File: src/rtl/fp_add_arbiter.sv
// Round-robin front end for one shared fixed-latency fp32 adder. Requester IDs ride a
// tag pipe matched to the adder latency, so each result is steered back to its issuer.
module fp_add_arbiter #(
  parameter int NUM_REQ = 4,
  parameter int LATENCY = 5,
  parameter int IDW     = $clog2(NUM_REQ)
) (
  input  logic                           clk,
  input  logic                           rst,
  input  logic                           hold,
  input  logic [NUM_REQ-1:0]             req_valid,
  input  logic [32*NUM_REQ-1:0]          req_a,
  input  logic [32*NUM_REQ-1:0]          req_b,
  output logic [NUM_REQ-1:0]             req_ready,
  output logic                           add_en,
  output logic [31:0]                    add_a,
  output logic [31:0]                    add_b,
  input  logic [31:0]                    add_result,
  output logic [NUM_REQ-1:0]             rsp_valid,
  output logic [31:0]                    rsp_data,
  output logic [$clog2(LATENCY+1)-1:0]   in_flight,
  output logic                           idle
);

  localparam int DATA_W = 32;
  localparam int CNT_W  = $clog2(LATENCY+1);

  logic [IDW-1:0]     ptr;
  logic               gnt_any;
  logic [IDW-1:0]     gnt_id;
  logic [LATENCY-1:0] vld_p;
  logic [IDW-1:0]     id_p [LATENCY];
  logic               retire;

  // Stage p0 (combinational): scan from ptr upward with wrap at NUM_REQ
  always_comb begin
    int             sum;
    logic [IDW-1:0] sel;
    gnt_any = 1'b0;
    gnt_id  = '0;
    sum     = 0;
    sel     = '0;
    for (int k = 0; k < NUM_REQ; k++) begin
      sum = int'(ptr) + k;
      if (sum >= NUM_REQ) sum = sum - NUM_REQ;
      sel = IDW'(sum);
      if (!gnt_any && req_valid[sel]) begin
        gnt_any = 1'b1;
        gnt_id  = sel;
      end
    end
    if (hold) gnt_any = 1'b0;
  end

  always_comb begin
    req_ready = '0;
    if (gnt_any) req_ready[gnt_id] = 1'b1;
  end

  assign add_en = gnt_any;
  assign add_a  = gnt_any ? req_a[int'(gnt_id)*DATA_W +: DATA_W] : '0;
  assign add_b  = gnt_any ? req_b[int'(gnt_id)*DATA_W +: DATA_W] : '0;

  always_ff @(posedge clk or posedge rst) begin
    if (rst) begin
      ptr <= '0;
    end else if (add_en) begin
      ptr <= (int'(gnt_id) == NUM_REQ-1) ? '0 : gnt_id + 1'b1;
    end
  end

  // Stages p0..p(LATENCY-1): tag pipe, never stalls; only the valid bits are reset
  always_ff @(posedge clk or posedge rst) begin
    if (rst) begin
      vld_p <= '0;
    end else begin
      vld_p[0] <= add_en;
      for (int k = 1; k < LATENCY; k++) vld_p[k] <= vld_p[k-1];
    end
  end

  always_ff @(posedge clk) begin
    id_p[0] <= gnt_id;
    for (int k = 1; k < LATENCY; k++) id_p[k] <= id_p[k-1];
  end

  // Retire: steer the unregistered adder output to the tagged requester
  assign retire   = vld_p[LATENCY-1];
  assign rsp_data = add_result;

  always_comb begin
    rsp_valid = '0;
    if (retire) rsp_valid[id_p[LATENCY-1]] = 1'b1;
  end

  always_ff @(posedge clk or posedge rst) begin
    if (rst) begin
      in_flight <= '0;
    end else begin
      case ({add_en, retire})
        2'b10:   in_flight <= in_flight + CNT_W'(1);
        2'b01:   in_flight <= in_flight - CNT_W'(1);
        default: in_flight <= in_flight;
      endcase
    end
  end

  assign idle = (in_flight == '0) && !add_en;

endmodule
File: config.mk
export PLATFORM = sky130hd
export DESIGN_NAME = fp_add_arbiter
export DESIGN_NICKNAME = d
export VERILOG_FILES = /design/src/rtl/fp_add_arbiter.sv
export SDC_FILE = /design/constraint.sdc
export NUM_CORES = 1
export LEC_CHECK = 0
export ABC_AREA = 1
export BUFFER_PORTS_ARGS = -buffer_cell sky130_fd_sc_hd__buf_4
export CORE_AREA = 2 2 159 161
export DETAILED_ROUTE_END_ITERATION = 8
export DIE_AREA = 0 0 161 163
export GPL_ROUTABILITY_DRIVEN = 0
export HOLD_SLACK_MARGIN = 0.08
export SLEW_MARGIN = 20
export SYNTH_ARGS = -nofsm -noshare
export SYNTH_HDL_FRONTEND = slang
export SYNTH_SLANG_ARGS = --single-unit
File: constraint.sdc
create_clock -name clk -period 2.5 [get_ports clk]
set_clock_uncertainty 0.15 [all_clocks]
set_input_delay 0.125 -clock clk [delete_from_list [all_inputs] [get_ports clk]]
set_output_delay 0.125 -clock clk [all_outputs]
set_load 0.005 [all_outputs]
# --- Word level (Yosys, flattened, before mapping) ---
# Memory sizes are Yosys's and may differ from the RTL's.
# Cells that the tools add are included.
word_totals:
  reg_bits: 10
  ram_bits: 10
  input_bits: 295
  output_inout_bits: 109
  memories: 1
mem_list:
  columns: ["name", "words", "word_bits", "rd", "rd_clocked_by_memory_dff", "wr", "line", "source"]
  rows:
  - ["id_p", 5, 2, 5, 0, 5, "32", "logic [IDW-1:0] id_p [LATENCY];"]
op_classes:
  add_sub_neg: 10
  magnitude_cmp: 12
  eq_ne: 3
  shifts: 2
  mux: 31
  reduce_logical: 12
ops:
  columns: ["cell", "n"]
  rows:
  - ["128-bit by 8-bit indexed part select with 32-bit output", 2]
  - ["32-bit 2-to-1 mux", 2]
  - ["2-bit by 3-bit less-than comparator with 1-bit output, second input constant", 6]
  - ["2-bit 2-to-1 mux", 9]
  - ["1-bit 2-to-1 mux", 11]
  - ["3-bit >= comparator, second input constant", 3]
  - ["1-bit binary-select mux with 2-bit select", 4]
  - ["4-bit 2-to-1 mux", 2]
  - ["2-bit by 1-bit subtractor with 2-bit output, second input constant", 4]
  - ["2-bit by 2-bit adder with 3-bit output, second input constant", 2]
  - ["1-bit logical AND", 6]
  - ["3-bit one-hot mux with 2 select lines", 1]
  - ["1-bit demux with 2-bit select", 2]
  - ["2-bit by 1-bit equality test with 1-bit output, second input constant", 2]
  - ["2-bit by 1-bit >= comparator with 1-bit output, second input constant", 2]
  - ["1-bit zero test", 4]
  - ["2-bit by 1-bit adder with 3-bit output, second input constant", 1]
  - ["3-bit by 1-bit adder with 3-bit output, second input constant", 1]
  - ["2-bit by 3-bit >= comparator with 1-bit output, second input constant", 1]
  - ["3-bit zero test", 1]
  - ["3-bit by 1-bit subtractor with 3-bit output, second input constant", 1]
  - ["2-bit by 1-bit adder with 2-bit output, second input constant", 1]
  - ["2-bit equality test, second input constant", 1]
  - ["2-bit nonzero test", 1]

# --- Depth between registers and ports, before layout ---
# Gate-level depths: netlist (run 1).
depth:
  depth_word: 19
  depth_mapped: 16
  ltp_nobuf: 14

# --- Worst setup path before layout (run 1) ---
# OpenSTA, ideal clock, no wires.
synth_path:
  path_type: "register -> register"
  start: "reg ptr[0]"
  end: "reg in_flight[1]"
  arrival_ns: 2.371
  t_required_ns: 2.225
  setup_slack_ns: -0.146
  stages_incl_launch_ff: 13
  synth_period_minus_slack_ns: 2.646
  cell_sequence: "dfrtp_1 buf_6 inv_4 nand2_1 nand3_1 nand2_1 nor2_4 nand3_2 nand2_1 clkbuf_1 ha_1 fa_1 mux2_2"
synth_via:
  elab_chain_cells: 17
synth_rtl:
  columns: ["item", "line", "source"]
  rows:
  - ["start, declared", "28", "logic [IDW-1:0] ptr;"]
  - ["start signal, assigned", "68", "ptr <= (int'(gnt_id) == NUM_REQ-1) ? '0 : gnt_id + 1'b1;"]
  - ["parallel branches: the longest is 13 deep, another holds 2-bit by 1-bit adder with 3-bit output", null, null]
  - ["1-bit 2-to-1 mux (*)", "47", "if (!gnt_any && req_valid[sel]) begin"]
  - ["1-bit 2-to-1 mux (*)", "52", "if (hold) gnt_any = 1'b0;"]
  - ["2-bit by 1-bit equality test with 1-bit output or 2-bit equality test (tied branches)", "100", "case ({add_en, retire})"]
  - ["3-bit one-hot mux with 2 select lines or 2-bit nonzero test (tied branches)", null, null]
  - ["end signal, assigned", "101", "2'b10: in_flight <= in_flight + CNT_W'(1);"]
  - ["end signal, assigned", "102", "2'b01: in_flight <= in_flight - CNT_W'(1);"]
  - ["end signal, assigned", "103", "default: in_flight <= in_flight;"]
  - ["end, declared", "21", "output logic [$clog2(LATENCY+1)-1:0] in_flight,"]
# Mark *: on every way between the ends. The select of a mux whose other input is x is not followed.
# A chain may end at the register's enable or synchronous reset.

# --- Final worst setup path (run 1) ---
layout_path:
  start: "reg ptr[1]"
  end: "out add_b[13]"
layout_via:
  elab_chain_cells: 16
layout_rtl:
  columns: ["item", "line", "source"]
  rows:
  - ["parallel branches: the longest is 15 deep, another holds 2-bit by 1-bit adder with 3-bit output", null, null]
  - ["32-bit 2-to-1 mux (*)", "62", "assign add_b = gnt_any ? req_b[int'(gnt_id)*DATA_W +: DATA_W] : '0;"]
  - ["end, declared", "17", "output logic [31:0] add_b,"]
# Marks and branches as above.

==> results.yml, run 1 <==
critical_path:
  arrival_ns: 2.41
  cp_cell_sequence: "buf_6 -> nand2_2 -> nand2_2 -> nand2_2 -> nand2_2 -> nor2_4 -> buf_6 -> nand3_1 -> nand3_2 -> nand2_4 -> clkinv_8 -> buf_12 -> clkbuf_16 -> nand3_1 -> a21oi_2 -> buf_4"
  path_max_fanout: 7
  critPathRequiredTime_ns: 2.23
  endpoint_kind: "primary output"
  rr_worst_depth: 12
  cpPeakStageDelay_ns: 0.42
  slowest_stage: "dfrtp_1"
  worstSetupPathType: "reg -> out"
  cpMostUsedCell: "nand2_2"
  cp.depth: 16
  cp_top_family: "buffers and inverters"
  crit_buf_inv: 6
  crit_path_start_kind: "register"
routing:
  routed_wl_mm: 25.3
  vias_per_cell: 4.61
  vias: 7356
  wl_per_cell_microns: 15.9
  drc: 0
  dr.pass1.iters: 5
  first_iter_violations: 449
  drt.antenna.violating_nets: 0
clocking:
  cts_inserted_buffers: 3
  clk_latency_ns: 0.24
  cts_tree: "done"
  clock_sinks: 20
  h-tree-depth: 1
  cts.clk_slew.worst_paths_ns: 0.05
  root_buffer: "clkbuf_16"
  cts.path.max_buffers: 2
timing:
  worst_slack_ns: -0.184
  timing.fmax_mhz: 373
  hold_viol_final: 0
  setup_viol_count_final: 70
  layout_min_cycle_time_ns: 2.68
  report.final.slew_viol_count: 0
  timing.final.crit_share_pct: 107
  rsz0062_at_grt: "yes"
  relSlewSlack_pct: 76.8
  tightest_slew_ns: 0.347
layout:
  nNetsFinal: 1566
  fin_util_pct: 36.2
  fin_cells: 1594
  fill_cells: 2699
  drive_above_1_share_pct: 41.9
  areaGrowthSynthToFinish_pct: 85.6
  diodes: 0
synthesis:
  synth.distinct_cells: 24
  synth.avg_cell_area_sq_um: 5.17
  synth_area_sq_um: 4820
  syn_inst: 932
  synth_seq_cells: 20
  seq_area_frac_synth_pct: 9.35
  syn-num-nets: 1233
  yosysWarnings: 0
floorplan:
  rows: 58
  start_util_pct: 19.5
  die_h_microns: 163
  io_pins: 404
  core-area_sq_um: 24700
  die_w_microns: 161
  die-area_sq_um: 26200
global_routing:
  grt_pass1_vias: 6944
  grt_max_degree: 44
  grt_first_pass_wirelength_mm: 35.4
  grt.overflow.total: 0
  grt_use_total_pct: 16.7
  grt_antenna_before_repair: 0
outcome:
  violations: "setup timing"
  status: "finished with violations"
placement:
  dp_cells: 1560
  dpl.hpwl_mm: 17.2
  port_buffers: 339
power:
  max-vdd-ir-drop_mv: 0.728
  powerDensity_nw_per_um2: 1790
  p_leak_uw: 0.00526
worst_hold_path:
  min_path_type: "in -> out"
  whs_path_depth: 0
flow_run:
  cap_violations: 0
[flip-flops by register name, summed over array words and instances, names as in the netlist]
signal,flops
in_flight,3
vld_p,5
id_p,10
ptr,2
[metrics by stage]
step           setup slack, ns  instance area, sq um  power, uW  setup TNS [ns]  hold slack, ns
2_1_floorplan           0.0304                  4820       6940               0          -0.185
3_3_place_gp           -0.0595                  7930      12200          -0.687         -0.0304
3_5_place_dp           -0.0801                  7930      12200           -1.19         -0.0340
4_1_cts                 -0.211                  8580      14500           -9.34           0.100
5_1_grt                 -0.340                  8940      17300          -20.42           0.100
6_report                -0.184                  8940      16000           -9.29           0.100
[worst paths after layout]
kind | from | to | slack (ns)
worst min-delay path | add_result[8] | rsp_data[8] | 0.10
max in group asynchronous | rst | ptr[0] | 1.67
worst max register to register | ptr[1] | in_flight[1] | -0.02
worst min register to register | id_p[0][3] | id_p[0][5] | 0.17
min in group asynchronous | rst | ptr[1] | 0.25
worst max-delay path | ptr[1] | add_b[13] | -0.18
[worst register-to-register path, stage by stage, from the launching register on]
cell and delay (ns):
dfrtp_1 0.42, buf_6 0.15, nand2_2 0.06, nand2_2 0.08, nand2_2 0.09, nand2_2 0.06
nor2_4 0.14, nand3_4 0.13, buf_4 0.16, nand2_2 0.11, ha_4 0.16, fa_2 0.42
mux2_2 0.26
[power by group]
group | internal, uW | switching, uW
Clock | 216 | 100
Combinational | 7370 | 7760
Sequential | 477 | 110
Total | 8060 | 7970
[cell usage in the layout (no fill, tap or decap), types with 2 or more instances in the layout]
cell type,count
clkbuf_16,9
nand3_4,3
o21ai_0,4
nand3_1,121
buf_12,25
a21oi_1,24
buf_6,12
ha_1,4
inv_2,3
nand4_1,129
nor2_1,3
dfxtp_1,10
nand3_2,14
nor3_1,4
buf_4,384
inv_1,271
buf_16,4
a21oi_2,41
nand2_2,17
nand2_1,150
buf_8,2
bufbuf_16,4
xnor2_1,2
nand2_4,2
dfrtp_1,9
[per-layer routing]
layer	wire [microns]	global-route usage [%]	vias to the layer above
met1	10100	19.4	3382
met5	0	0	-
li1	-	-	3573
met3	2030	3.82	44
met4	591	4.59	0
met2	12600	30.7	357
[logic make-up after synthesis]
logic type / count (synthesis) / share of synthesized area [%]
multiplexers: 1 / 0.234
buffers and inverters: 387 / 35.5
XOR/XNOR: 2 / 0.364
adder cells (fa/ha/maj): 6 / 1.71
AO/OA/AOI/OAI: 70 / 7.27
flip-flops: 20 / 9.35
AND/OR/NAND/NOR: 446 / 45.6
[repair_timing]
item | 4_1_cts | 5_1_grt
pin swaps | 4 | 7
buffers inserted | 9 | 5
endpoints found under the hold margin | 10 | 0
setup endpoints to repair | 72 | 74
hold buffers | 1 | 0
resized for setup | 68 | 39
cloned | 8 | 7
[layout make-up]
cell class / instances / area, sq um / share of cell area (%)
Clock buffer: 4 / 78.8 / 0.882
Sequential cell: 20 / 452 / 5.05
Tap cell: 330 / 413 / 4.62
Inverter: 277 / 1060 / 11.8
Multi-Input combinational cell: 525 / 2990 / 33.4
Timing Repair Buffer: 438 / 3950 / 44.2
[Yosys cell counts, drive strengths merged]
| cell | instances | area, sq um |
|---|---|---|
| nand2 | 169 | 637 |
| clkbuf | 8 | 30.0 |
| inv | 277 | 1040 |
| fa | 1 | 20.0 |
| o21ai | 5 | 25.0 |
| nor2 | 5 | 26.3 |
| xnor2 | 2 | 17.5 |
| dfrtp | 10 | 250 |
| ha | 5 | 62.6 |
| mux2 | 1 | 11.3 |
| nand3 | 138 | 701 |
| nor4 | 1 | 6.26 |
| buf | 102 | 636 |
| nand4 | 129 | 807 |
| dfxtp | 10 | 200 |
| a21oi | 65 | 325 |
| nor3 | 4 | 20.0 |
No activity file was read; power rests on OpenSTA's default activity.
==> run 2: changes to the inputs <==
--- a/config.mk
+++ b/config.mk
@@ -5,11 +5,11 @@
 export SDC_FILE = /design/constraint.sdc
 export NUM_CORES = 1
 export LEC_CHECK = 0
-export ABC_AREA = 1
+export ABC_AREA = 0
 export BUFFER_PORTS_ARGS = -buffer_cell sky130_fd_sc_hd__buf_4
-export CORE_AREA = 2 2 159 161
+export CORE_AREA = 2 2 157 159
 export DETAILED_ROUTE_END_ITERATION = 8
-export DIE_AREA = 0 0 161 163
+export DIE_AREA = 0 0 159 161
 export GPL_ROUTABILITY_DRIVEN = 0
 export HOLD_SLACK_MARGIN = 0.08
 export SLEW_MARGIN = 20
==> constraint.sdc (replaced) <==
create_clock -name clk -period 2.45 [get_ports clk]
set_clock_uncertainty 0.15 [all_clocks]
set_input_delay 0.1225 -clock clk [delete_from_list [all_inputs] [get_ports clk]]
set_output_delay 0.1225 -clock clk [all_outputs]
set_load 0.005 [all_outputs]
==> results.yml, run 2 <==
global_routing:
  grt_pass1_vias: 4188
  grt_first_pass_wirelength_mm: 22.4
  grt_use_total_pct: 10.8
  grt.overflow.total: 0
  grt_max_degree: 40
  grt_antenna_before_repair: 0
clocking:
  cts.path.max_buffers: 2
  h-tree-depth: 1
  cts_tree: "done"
  clk_latency_ns: 0.25
  cts_setup_buffers: 0
  root_buffer: "clkbuf_16"
  cts.clk_slew.worst_paths_ns: 0.05
  clock_sinks: 20
  cts_inserted_buffers: 3
synthesis:
  syn-num-nets: 642
  ys.flop_type: "dfxtp_1"
  syn_inst: 341
  yosysWarnings: 0
  synth.avg_cell_area_sq_um: 8.46
  yosysTopAreaCellShare_pct: 22.2
  yosys-top-cells-area: "mux2i_1 (22%), a22oi_1 (17%), o22ai_1 (14%)"
  synth_seq_cells: 20
  seq_area_frac_synth_pct: 15.6
  synth_area_sq_um: 2880
  synth.distinct_cells: 42
  synth_commonest_cells: "a22oi_1 (64), mux2i_1 (64), o22ai_1 (64), buf_4 (33), buf_2 (22)"
  synth-async-reset-ratio_pct: 50.0
  yosysTopAreaCell: "mux2i_1"
  synth_edf_count: 0
placement:
  dp_cells: 948
  dpl.hpwl_mm: 12.1
  port_buffers: 339
routing:
  vias_per_cell: 4.21
  vias: 4009
  drt.antenna.violating_nets: 0
  wl_per_cell_microns: 15.7
  routed_wl_mm: 15.0
  dr.pass1.iters: 5
  drc: 0
  first_iter_violations: 285
layout:
  nNetsFinal: 931
  regMostFlops: "id_p"
  final_common_cell: "buf_4"
  largest_reg_flops: 10
  drive_above_1_share_pct: 58.0
  top_regs: "id_p: 10 flops, vld_p: 5 flops, in_flight: 3 flops"
  diodes: 0
  multi_input_area_sq_um: 1930
  areaGrowthSynthToFinish_pct: 95.8
  seqCellArea_sq_um: 450
  fin_cells: 953
  final_cell_mix: "buf_4 (343), a22oi_1 (64), o22ai_1 (64), mux2i_1 (63)"
  fill_cells: 2660
power:
  swShare_pct: 39.7
  power.internal_uw: 2180
  max-vdd-ir-drop_mv: 0.396
  p_seq_share_pct: 14.7
  power_frac_comb_pct: 75.2
  switchingPower_uw: 1430
  powerDensity_nw_per_um2: 639
  p_leak_uw: 0.00271
  pwr-share-clk_pct: 10.1
floorplan:
  die-area_sq_um: 25600
  core-area_sq_um: 24000
  rows: 57
  start_util_pct: 12.0
  die_h_microns: 161
  die_w_microns: 159
  io_pins: 404
critical_path:
  endpoint_kind: "primary output"
  arrival_ns: 2.04
  crit_path_start_kind: "register"
  rr_worst_depth: 7
  worstSetupPathType: "reg -> out"
  path_max_fanout: 32
  critPathRequiredTime_ns: 2.18
  reg2reg_from: "ptr[0]"
  timing.rr.end: "ptr[0]"
  regToRegSetupSlack_ns: 0.48
worst_hold_path:
  min_path_type: "in -> out"
  hold_start: "add_result[13]"
  hold_path_end: "rsp_data[13]"
  whs_path_depth: 0
timing:
  tightest_slew_ns: 0.483
  timing.final.crit_share_pct: 94.5
  setup_viol_count_final: 0
  fin_tns_setup_ns: 0
  layout_min_cycle_time_ns: 2.32
  timing.fmax_mhz: 432
  relSlewSlack_pct: 67.8
  hold_viol_final: 0
  report.final.slew_viol_count: 0
  rsz0062_at_grt: "no"
flow_run:
  cap_violations: 0
outcome:
  status: "completed"
-- run 2: cell types whose count changed after synthesis, sizes merged, moves of 65 or more --
| cell | delta |
|---|---|
| inv | -272 |
| nand2 | -164 |
| nand3 | -138 |
| nand4 | -129 |
| o22ai | +65 |
-- run 2: how the worst max path moves through the flow --
stage,slack (ns),startpoint,end,cells after the start
6_report,0.13,ptr[0],add_a[18],7
5_1_grt,0.01,ptr[1],add_a[13],7
4_1_cts,0.07,ptr[0],add_a[13],7
3_5_place_dp,0.36,ptr[0],add_a[13],7
3_3_place_gp,0.34,ptr[0],add_a[13],7
2_1_floorplan,0.49,req_valid[0],in_flight[1],7
-- run 2: area by class of cell --
class / instances / area share (%)
timing repair buffer: 352 / 48.6
inverter: 6 / 0.399
clock buffer: 4 / 1.57
multi-input combinational: 247 / 34.3
sequential: 20 / 7.98
tap: 324 / 7.18
-- run 2: stage by stage --
| stage | total power (uW) | utilization, % | setup slack, ns | instance area (sq um) | hold WS (ns) |
|---|---|---|---|---|---|
| final | 3610 | 23.6 | 0.135 | 5650 | 0.0950 |
| after global routing | 3900 | 23.6 | 0.0120 | 5650 | 0.0950 |
| after CTS | 3630 | 23.5 | 0.0651 | 5640 | 0.0950 |
| after detailed placement | 3260 | 23.1 | 0.363 | 5540 | -0.0159 |
| after global placement | 3240 | 23.1 | 0.343 | 5540 | -0.0235 |
| after floorplan | 2090 | - | 0.489 | 2880 | -0.187 |
-- run 2: critical path, stage by stage (launching register included) --
cell	delay, ns
dfrtp_1	0.40
and2b_1	0.23
nor2_2	0.06
a21boi_4	0.21
buf_12	0.27
mux2i_1	0.31
o22ai_1	0.12
buf_4	0.15
-- run 2: cell families after synthesis --
group / after synthesis / synth area share [%]
compound gates: 142 / 34.5
xor+xnor: 3 / 0.911
fa+ha+maj: 6 / 2.86
buf+inv: 74 / 17.5
flops: 20 / 15.6
mux: 65 / 22.6
simple gates: 31 / 6.03
-- run 2: what timing repair did --
item / in CTS / in global routing
endpoints found under the setup margin: 0 / 1
hold buffers: 1 / 0
resized for setup: 0 / 1
endpoints found under the hold margin: 10 / 0
-- run 2: routing by layer --
| layer | GRT usage [%] | up-vias | share of wire [%] |
|---|---|---|---|
| met5 | 0 | - | 0 |
| met4 | 2.44 | 0 | 2.1 |
| met3 | 3.00 | 20 | 8.5 |
| li1 | - | 1884 | - |
| met2 | 19.4 | 251 | 50 |
| met1 | 12.7 | 1854 | 39 |
-- run 2: power groups by stage --
stage / combinational, uW / clock, uW / sequential [uW]
5_1_grt: 2960 / 391 / 546
2_1_floorplan: 1570 / 0 / 517
4_1_cts: 2730 / 373 / 529
6_report: 2720 / 364 / 530
3_5_place_dp: 2720 / 0 / 535
3_3_place_gp: 2710 / 0 / 529
